File: src/rtl/dmem_ctrl.sv
// dmem_ctrl: arbitrated cpu/dbg front end for a 1024x32 single-port data memory with
// extended sub-word loads and read-modify-write sub-word stores. Optional: DMEM_MISALIGN_TRAP_EN.
module dmem_ctrl #(
  parameter int STARVE_LIMIT = 4
) (
  input  logic        clk,
  input  logic        rst,
  input  logic        cpu_req_valid,
  output logic        cpu_req_ready,
  input  logic        cpu_we,
  input  logic [1:0]  cpu_size,
  input  logic        cpu_unsigned,
  input  logic [31:0] cpu_addr,
  input  logic [31:0] cpu_wdata,
  output logic        cpu_resp_valid,
  output logic [31:0] cpu_rdata,
  output logic        cpu_err,
  input  logic        dbg_req_valid,
  output logic        dbg_req_ready,
  input  logic        dbg_we,
  input  logic [1:0]  dbg_size,
  input  logic        dbg_unsigned,
  input  logic [31:0] dbg_addr,
  input  logic [31:0] dbg_wdata,
  output logic        dbg_resp_valid,
  output logic [31:0] dbg_rdata,
  output logic        dbg_err,
  output logic        mem_read,
  output logic        mem_write,
  output logic [31:0] mem_addr,
  output logic [31:0] mem_wdata,
  input  logic [31:0] mem_rdata
);

  // Handshake: a request transfers in a cycle where *_req_valid and *_req_ready are both high;
  // ready is offered only in IDLE to the arbitration winner, and *_resp_valid pulses once on completion.
  typedef enum logic [1:0] {IDLE, ACCESS, WRITE, RESP} state_t;

  state_t      state, state_nx;
  logic        owner_q;
  logic        we_q, uns_q, err_q;
  logic [1:0]  size_q;
  logic [31:0] addr_q, wdata_q, data_q;
  logic [2:0]  starve_cnt;

  logic        grant_cpu, grant_dbg, accept, trap;
  logic        in_we, in_uns;
  logic [1:0]  in_size;
  logic [31:0] in_addr, in_wdata;
  logic [7:0]  byte_lane;
  logic [15:0] half_lane;
  logic [31:0] load_val, merged;

  // cpu has priority unless dbg has been passed over STARVE_LIMIT times in a row
  always_comb begin
    grant_cpu = 1'b0;
    grant_dbg = 1'b0;
    if (state == IDLE && !rst) begin
      if (dbg_req_valid && (!cpu_req_valid || starve_cnt == 3'(STARVE_LIMIT)))
        grant_dbg = 1'b1;
      else if (cpu_req_valid)
        grant_cpu = 1'b1;
    end
  end

  assign accept = grant_cpu | grant_dbg;

  always_comb begin
    in_we    = grant_dbg ? dbg_we       : cpu_we;
    in_size  = grant_dbg ? dbg_size     : cpu_size;
    in_uns   = grant_dbg ? dbg_unsigned : cpu_unsigned;
    in_addr  = grant_dbg ? dbg_addr     : cpu_addr;
    in_wdata = grant_dbg ? dbg_wdata    : cpu_wdata;
  end

`ifdef DMEM_MISALIGN_TRAP_EN
  always_comb begin
    case (in_size)
      2'b00:   trap = 1'b0;
      2'b01:   trap = in_addr[0];
      default: trap = (in_addr[1:0] != 2'b00);
    endcase
  end
`else
  assign trap = 1'b0;
`endif

  // Lane extraction for loads and lane replacement for the RMW merge
  always_comb begin
    byte_lane = mem_rdata[{addr_q[1:0], 3'b000} +: 8];
    half_lane = mem_rdata[{addr_q[1], 4'b0000} +: 16];
    load_val  = mem_rdata;
    merged    = mem_rdata;
    case (size_q)
      2'b00: begin
        load_val = {{24{~uns_q & byte_lane[7]}}, byte_lane};
        merged[{addr_q[1:0], 3'b000} +: 8] = wdata_q[7:0];
      end
      2'b01: begin
        load_val = {{16{~uns_q & half_lane[15]}}, half_lane};
        merged[{addr_q[1], 4'b0000} +: 16] = wdata_q[15:0];
      end
      default: ;
    endcase
  end

  always_comb begin
    state_nx = state;
    case (state)
      IDLE:    if (accept) state_nx = trap ? RESP : ACCESS;
      ACCESS:  state_nx = (we_q && !size_q[1]) ? WRITE : RESP;
      WRITE:   state_nx = RESP;
      RESP:    state_nx = IDLE;
      default: state_nx = IDLE;
    endcase
  end

  always_ff @(posedge clk) begin
    if (rst) begin
      state      <= IDLE;
      owner_q    <= 1'b0;
      we_q       <= 1'b0;
      uns_q      <= 1'b0;
      err_q      <= 1'b0;
      size_q     <= 2'b00;
      addr_q     <= '0;
      wdata_q    <= '0;
      data_q     <= '0;
      starve_cnt <= '0;
    end else begin
      state <= state_nx;
      if (!dbg_req_valid || grant_dbg)
        starve_cnt <= '0;
      else if (grant_cpu)
        starve_cnt <= starve_cnt + 3'd1;
      if (accept) begin
        owner_q <= grant_dbg;
        we_q    <= in_we;
        size_q  <= in_size;
        uns_q   <= in_uns;
        addr_q  <= in_addr;
        wdata_q <= in_wdata;
        err_q   <= trap;
        data_q  <= '0;
      end
      // data_q carries the load result, or the merged word between ACCESS and WRITE
      if (state == ACCESS)
        data_q <= !we_q ? load_val : (size_q[1] ? '0 : merged);
    end
  end

  always_comb begin
    cpu_req_ready  = 1'b0;
    dbg_req_ready  = 1'b0;
    cpu_resp_valid = 1'b0;
    dbg_resp_valid = 1'b0;
    cpu_rdata      = '0;
    dbg_rdata      = '0;
    cpu_err        = 1'b0;
    dbg_err        = 1'b0;
    mem_read       = 1'b0;
    mem_write      = 1'b0;
    mem_addr       = '0;
    mem_wdata      = '0;
    if (!rst) begin
      cpu_req_ready = grant_cpu;
      dbg_req_ready = grant_dbg;
      if (state != IDLE) mem_addr = {addr_q[31:2], 2'b00};
      case (state)
        ACCESS: begin
          if (we_q && size_q[1]) begin
            mem_write = 1'b1;
            mem_wdata = wdata_q;
          end else begin
            mem_read = 1'b1;
          end
        end
        WRITE: begin
          mem_write = 1'b1;
          mem_wdata = data_q;
        end
        RESP: begin
          cpu_resp_valid = !owner_q;
          dbg_resp_valid = owner_q;
          if (!owner_q) begin
            cpu_rdata = we_q ? '0 : data_q;
            cpu_err   = err_q;
          end else begin
            dbg_rdata = we_q ? '0 : data_q;
            dbg_err   = err_q;
          end
        end
        default: ;
      endcase
    end
  end

endmodule

File: config.mk
export PLATFORM = sky130hd
export DESIGN_NAME = dmem_ctrl
export DESIGN_NICKNAME = d
export VERILOG_FILES = /design/src/rtl/dmem_ctrl.sv
export SDC_FILE = /design/constraint.sdc
export NUM_CORES = 1
export LEC_CHECK = 0
export ABC_CLOCK_PERIOD_IN_PS = 4100
export CORE_AREA = 3 3 120 122
export CTS_CLUSTER_SIZE = 30
export DETAILED_ROUTE_END_ITERATION = 7
export DIE_AREA = 0 0 123 125
export DONT_BUFFER_PORTS = 1
export GPL_TIMING_DRIVEN = 0
export PLACE_DENSITY_LB_ADDON = 0.25
export SYNTH_ARGS = -nofsm -noshare
export SYNTH_HDL_FRONTEND = slang
export SYNTH_SLANG_ARGS = --single-unit
export TNS_END_PERCENT = 5
File: constraint.sdc
create_clock -name clk -period 4.1 [get_ports clk]
set_clock_uncertainty 0.05 [all_clocks]
set_input_delay 1.025 -clock clk [delete_from_list [all_inputs] [get_ports clk]]
set_output_delay 1.025 -clock clk [all_outputs]
set_load 0.01 [all_outputs]
# == Word level (Yosys, flattened, before mapping) ==
# Cells that the tools add are included.
# totals
ff_bits,106
# op_classes
n_shift,6
eq_ne,6
n_addsub,3
muxes,45
n_bitwise,4
n_reduce_logical,16
# ops
cell,count
two-way mux 32 bit,17
one-hot mux 32 bit (2 select lines),3
bitwise mux 32 bit,2
variable shift 16 x 7 -> 32 bit (first input constant),1
variable shift 8 x 7 -> 32 bit (first input constant),1
variable part select 16 x 7 -> 32 bit,1
variable part select 32 x 6 -> 16 bit,1
variable part select 32 x 6 -> 8 bit,1
variable part select 8 x 7 -> 32 bit,1
two-way mux 1 bit,19
negator 5 -> 7 bit,2
one-hot mux 2 bit (4 select lines),1
logical NOT 1 bit,5
equality test 2 x 1 -> 1 bit (second input constant),2
equality test 2 bit (second input constant),2
logical AND 1 bit,4
logical NOT 2 bit,2
two-way mux 2 bit,2
nonzero test 2 bit,2
adder 3 x 1 -> 3 bit (second input constant),1
equality test 3 bit (second input constant),1
bitwise AND 1 bit,2
logical OR 1 bit,2
inequality test 2 bit (second input constant),1
other kinds (4),4

# == Longest topological paths before layout ==
# depth
ltp_word,8
mapped_depth,9

# == Worst setup path after synthesis ==
# No wires, ideal clock.
# synth_timing
path_type,input to output
from,input port rst
to,output port cpu_rdata[10]
slack_ns,0.980
stages,5
arrival_ns,2.045
path_cell_list,buf_2 -> nand2b_1 -> nor3_1 -> clkbuf_1 -> and2_1
# synth_between
elab_chain_cells,1
# synth_rtl
element,line_no,text
"start, declared",7,"input logic rst,"
two-way mux 32 bit,165,if (!rst) begin
"end, declared",16,"output logic [31:0] cpu_rdata,"
# No other way between the ends.

# == Worst setup path after layout ==
# layout_timing
from,input port rst
to,output port cpu_rdata[18]
# Same word-level chain as after synthesis.

==> impl_metrics.tcl <==
set metrics [dict create \
    synthesis.area_um2 6800 \
    core_um2 13300 \
    antenna_found_initial 0 \
    placed_area_um2 7030 \
    cp_slowest_stage_delay_ns 0.62 \
    clock_sinks 106 \
    p_int_mw 2.36 \
    yosysUniqueCellTypes 56 \
    clk_path_buf_depth 2 \
    syn2layout_area_growth_pct 7.78 \
    fin_util_pct 55.1 \
    worst_slew_pin_slew_ns 1.02 \
    grt_max_degree 19 \
    leakagePower_nw 2.66 \
    switching_share_pct 43.6 \
    finalSetupViolations 0 \
    finalHoldViolations 0 \
    clock_power_share_pct 20.4 \
    synth_async_sr_flop_share_pct 0 \
    setup.worst_path.class "input port to primary output" \
    cts_root_buf "clkbuf_16" \
    detailedPlace.worstSlack_ns -0.0310 \
    drv_slew 0 \
    arrival_ns 2.69 \
    grt_usage_pct 33.1 \
    cts_hold_buf 0 \
    via_count 7095 \
    h-tree-depth 3 \
    ir_drop_mv 0.390 \
    cp.required_ns 3.02 \
    worstSetupStartpointType "input port" \
    drive_gt1_share_pct 5.93 \
    avgSynthCellArea_um2 7.49 \
    cts_tree "done" \
    place_congestion 1.01 \
    yosysSeqAreaShare_pct 31.2 \
    pwr_density_cell_nw_per_um2 571 \
    fin_area_um2 7330 \
    final_nets 1105 \
    path_clk_slew_ns 0.07 \
    detail_route.wl_per_cell_um 23.9 \
    rows 42 \
    rsz0062_at_grt "no" \
    status "completed" \
    start_util_pct 51.2 \
    numPortBuffers 0 \
    cts_setup_buffers 0 \
    setup_tns_ns 0 \
    worst_skew_pair.late_latency_ns 0.36 \
    die_w_um 123 \
    cap_violations 0 \
    grt_overflow_total 0 \
    diodes 0 \
    instances_no_fill 1103 \
    crit_chain "buf_2 -> nand2b_1 -> nor3_2 -> clkbuf_1 -> and2_1" \
    pwr-share-comb_pct 41.2 \
    cp_slowest_cell "nor3_2" \
    grt_pass1_vias 6716 \
    ys_ff_latch 106 \
    routed_wl_mm 26.4 \
    min_period_ns 3.77 \
    post_cts_resized 1 \
    finalWorstSetupSlack_ns 0.333 \
    viasPerCell 6.43 \
    ys_warn_count 0 \
    synth-edff-count 0 \
    fp.dieArea_um2 15400 \
    cts_buffers 9 \
    p_total_mw 4.19 \
    die_h_um 125 \
    drtAntennaViolNets 0 \
    switching_power_mw 1.82 \
    firstDrtPassIters 6 \
    fin_hold_ws_ns 0.423 \
    max_freq_mhz 265 \
    synth_cells 908 \
    grt_pass1_wl_mm 39.3 \
    ios 308 \
    ys.flop_type "dfxtp_1" \
    hpwl_mm 20.8 \
    p_seq_share_pct 38.5 \
    maxSlewHeadroom_pct 31.6 \
    cp_max_fo 10 \
    endpoint_kind "primary output" \
    drc 0 \
    hold_class "flip-flop to flip-flop" \
    place_inst 1087 \
    drt_iter0_markers 798 \
    min_period_over_period_pct 91.9 \
]
[synthesized netlist by cell type (3+ instances only)]
cell type	n	area [um^2]
ha_1	11	138
nor3_1	6	30.0
and2_1	95	594
nand2_1	39	146
mux2i_1	33	330
dfxtp_1	106	2120
nand2b_1	8	50.1
o221a_2	11	124
nand3b_1	10	75.1
o21ai_1	3	15.0
clkbuf_1	63	236
nor2b_1	9	56.3
a211oi_1	14	105
inv_1	22	82.6
nor4bb_1	3	30.0
a221o_1	6	60.1
nor4_1	57	357
nand3_1	14	70.1
buf_4	7	52.6
o21ai_0	15	75.1
o2111ai_1	8	70.1
a22oi_1	40	300
nor2_1	216	811
a21oi_1	15	75.1
buf_2	10	50.1
o22ai_1	6	37.5
a211o_1	16	140
buf_1	3	11.3
a21o_1	3	22.5
a221oi_1	29	254
[sequential cells by signal (all words and copies together), names as in the netlist, 2 cells and up]
| name | count |
|---|---|
| addr_q | 32 |
| data_q | 32 |
| wdata_q | 32 |
| starve_cnt | 3 |
| size_q | 2 |
| state | 2 |
[cell usage in the layout (no fill, tap or decap), types with 9 or more instances in the layout]
| master | synthesis | routed |
|---|---|---|
| a22oi_1 | 40 | 40 |
| and2_1 | 95 | 95 |
| nand3_1 | 14 | 14 |
| clkbuf_1 | 63 | 64 |
| a211o_1 | 16 | 16 |
| nand3b_1 | 10 | 10 |
| a221oi_1 | 29 | 29 |
| o221a_2 | 11 | 11 |
| nor4_1 | 57 | 57 |
| mux2i_1 | 33 | 33 |
| buf_2 | 10 | 10 |
| inv_1 | 22 | 22 |
| nand2_1 | 39 | 39 |
| a211oi_1 | 14 | 14 |
| ha_1 | 11 | 11 |
| dfxtp_1 | 106 | 106 |
| o21ai_0 | 15 | 15 |
| clkbuf_16 | 0 | 9 |
| a21oi_1 | 15 | 15 |
| nor2b_1 | 9 | 9 |
| nor2_1 | 216 | 216 |
[cell type report]
class	instances	area [um^2]
Buffer	84	362
Clock buffer	11	243
Clock inverter	5	45.0
Fill cell	1364	5960
Inverter	22	82.6
Multi-Input combinational cell	699	4260
Sequential cell	106	2120
Tap cell	176	220
[cells by family after synthesis]
logic type	share of synthesized area, %
AOI/OAI and AO/OA	20.2
xor gates and xnor gates	0.258
adders and majority gates	2.02
buffers and inverters	6.53
DFF	31.2
muxes	5.68
other	0.0551
and+or+nand+nor	34.0
[metal layers]
metal	share of wire (%)	global-route usage [%]
met1	38	41.6
met2	48	54.3
met3	11	9.80
met4	3.1	10.8
met5	0	0
[power by group through the flow]
stage / logic (mW) / clock network (mW) / registers, mW
floorplan: 1.29 / 0 / 1.48
global placement: 1.67 / 0 / 1.62
detailed placement: 1.69 / 0 / 1.62
CTS: 1.70 / 0.866 / 1.60
global route: 1.90 / 0.904 / 1.64
finish: 1.72 / 0.852 / 1.61
[final timing paths]
| check | start | endpoint | slack [ns] | cells past startpoint |
|---|---|---|---|---|
| setup / recovery | rst | cpu_rdata[18] | 0.33 | 5 |
| hold / removal | data_q[7]$_SDFFE_PP0P_ | data_q[7]$_SDFFE_PP0P_ | 0.42 | 2 |
| setup reg to reg | addr_q[1]$_SDFFE_PP0P_ | data_q[7]$_SDFFE_PP0P_ | 0.93 | 8 |
| hold reg to reg | data_q[7]$_SDFFE_PP0P_ | data_q[7]$_SDFFE_PP0P_ | 0.42 | 2 |
[critical path: cells and delay by family]
family | cells | cell delay [ns]
buffers and inverters | 2 | 0.53
and+or+nand+nor | 3 | 1.13
No activity file was read; power rests on OpenSTA's default activity.
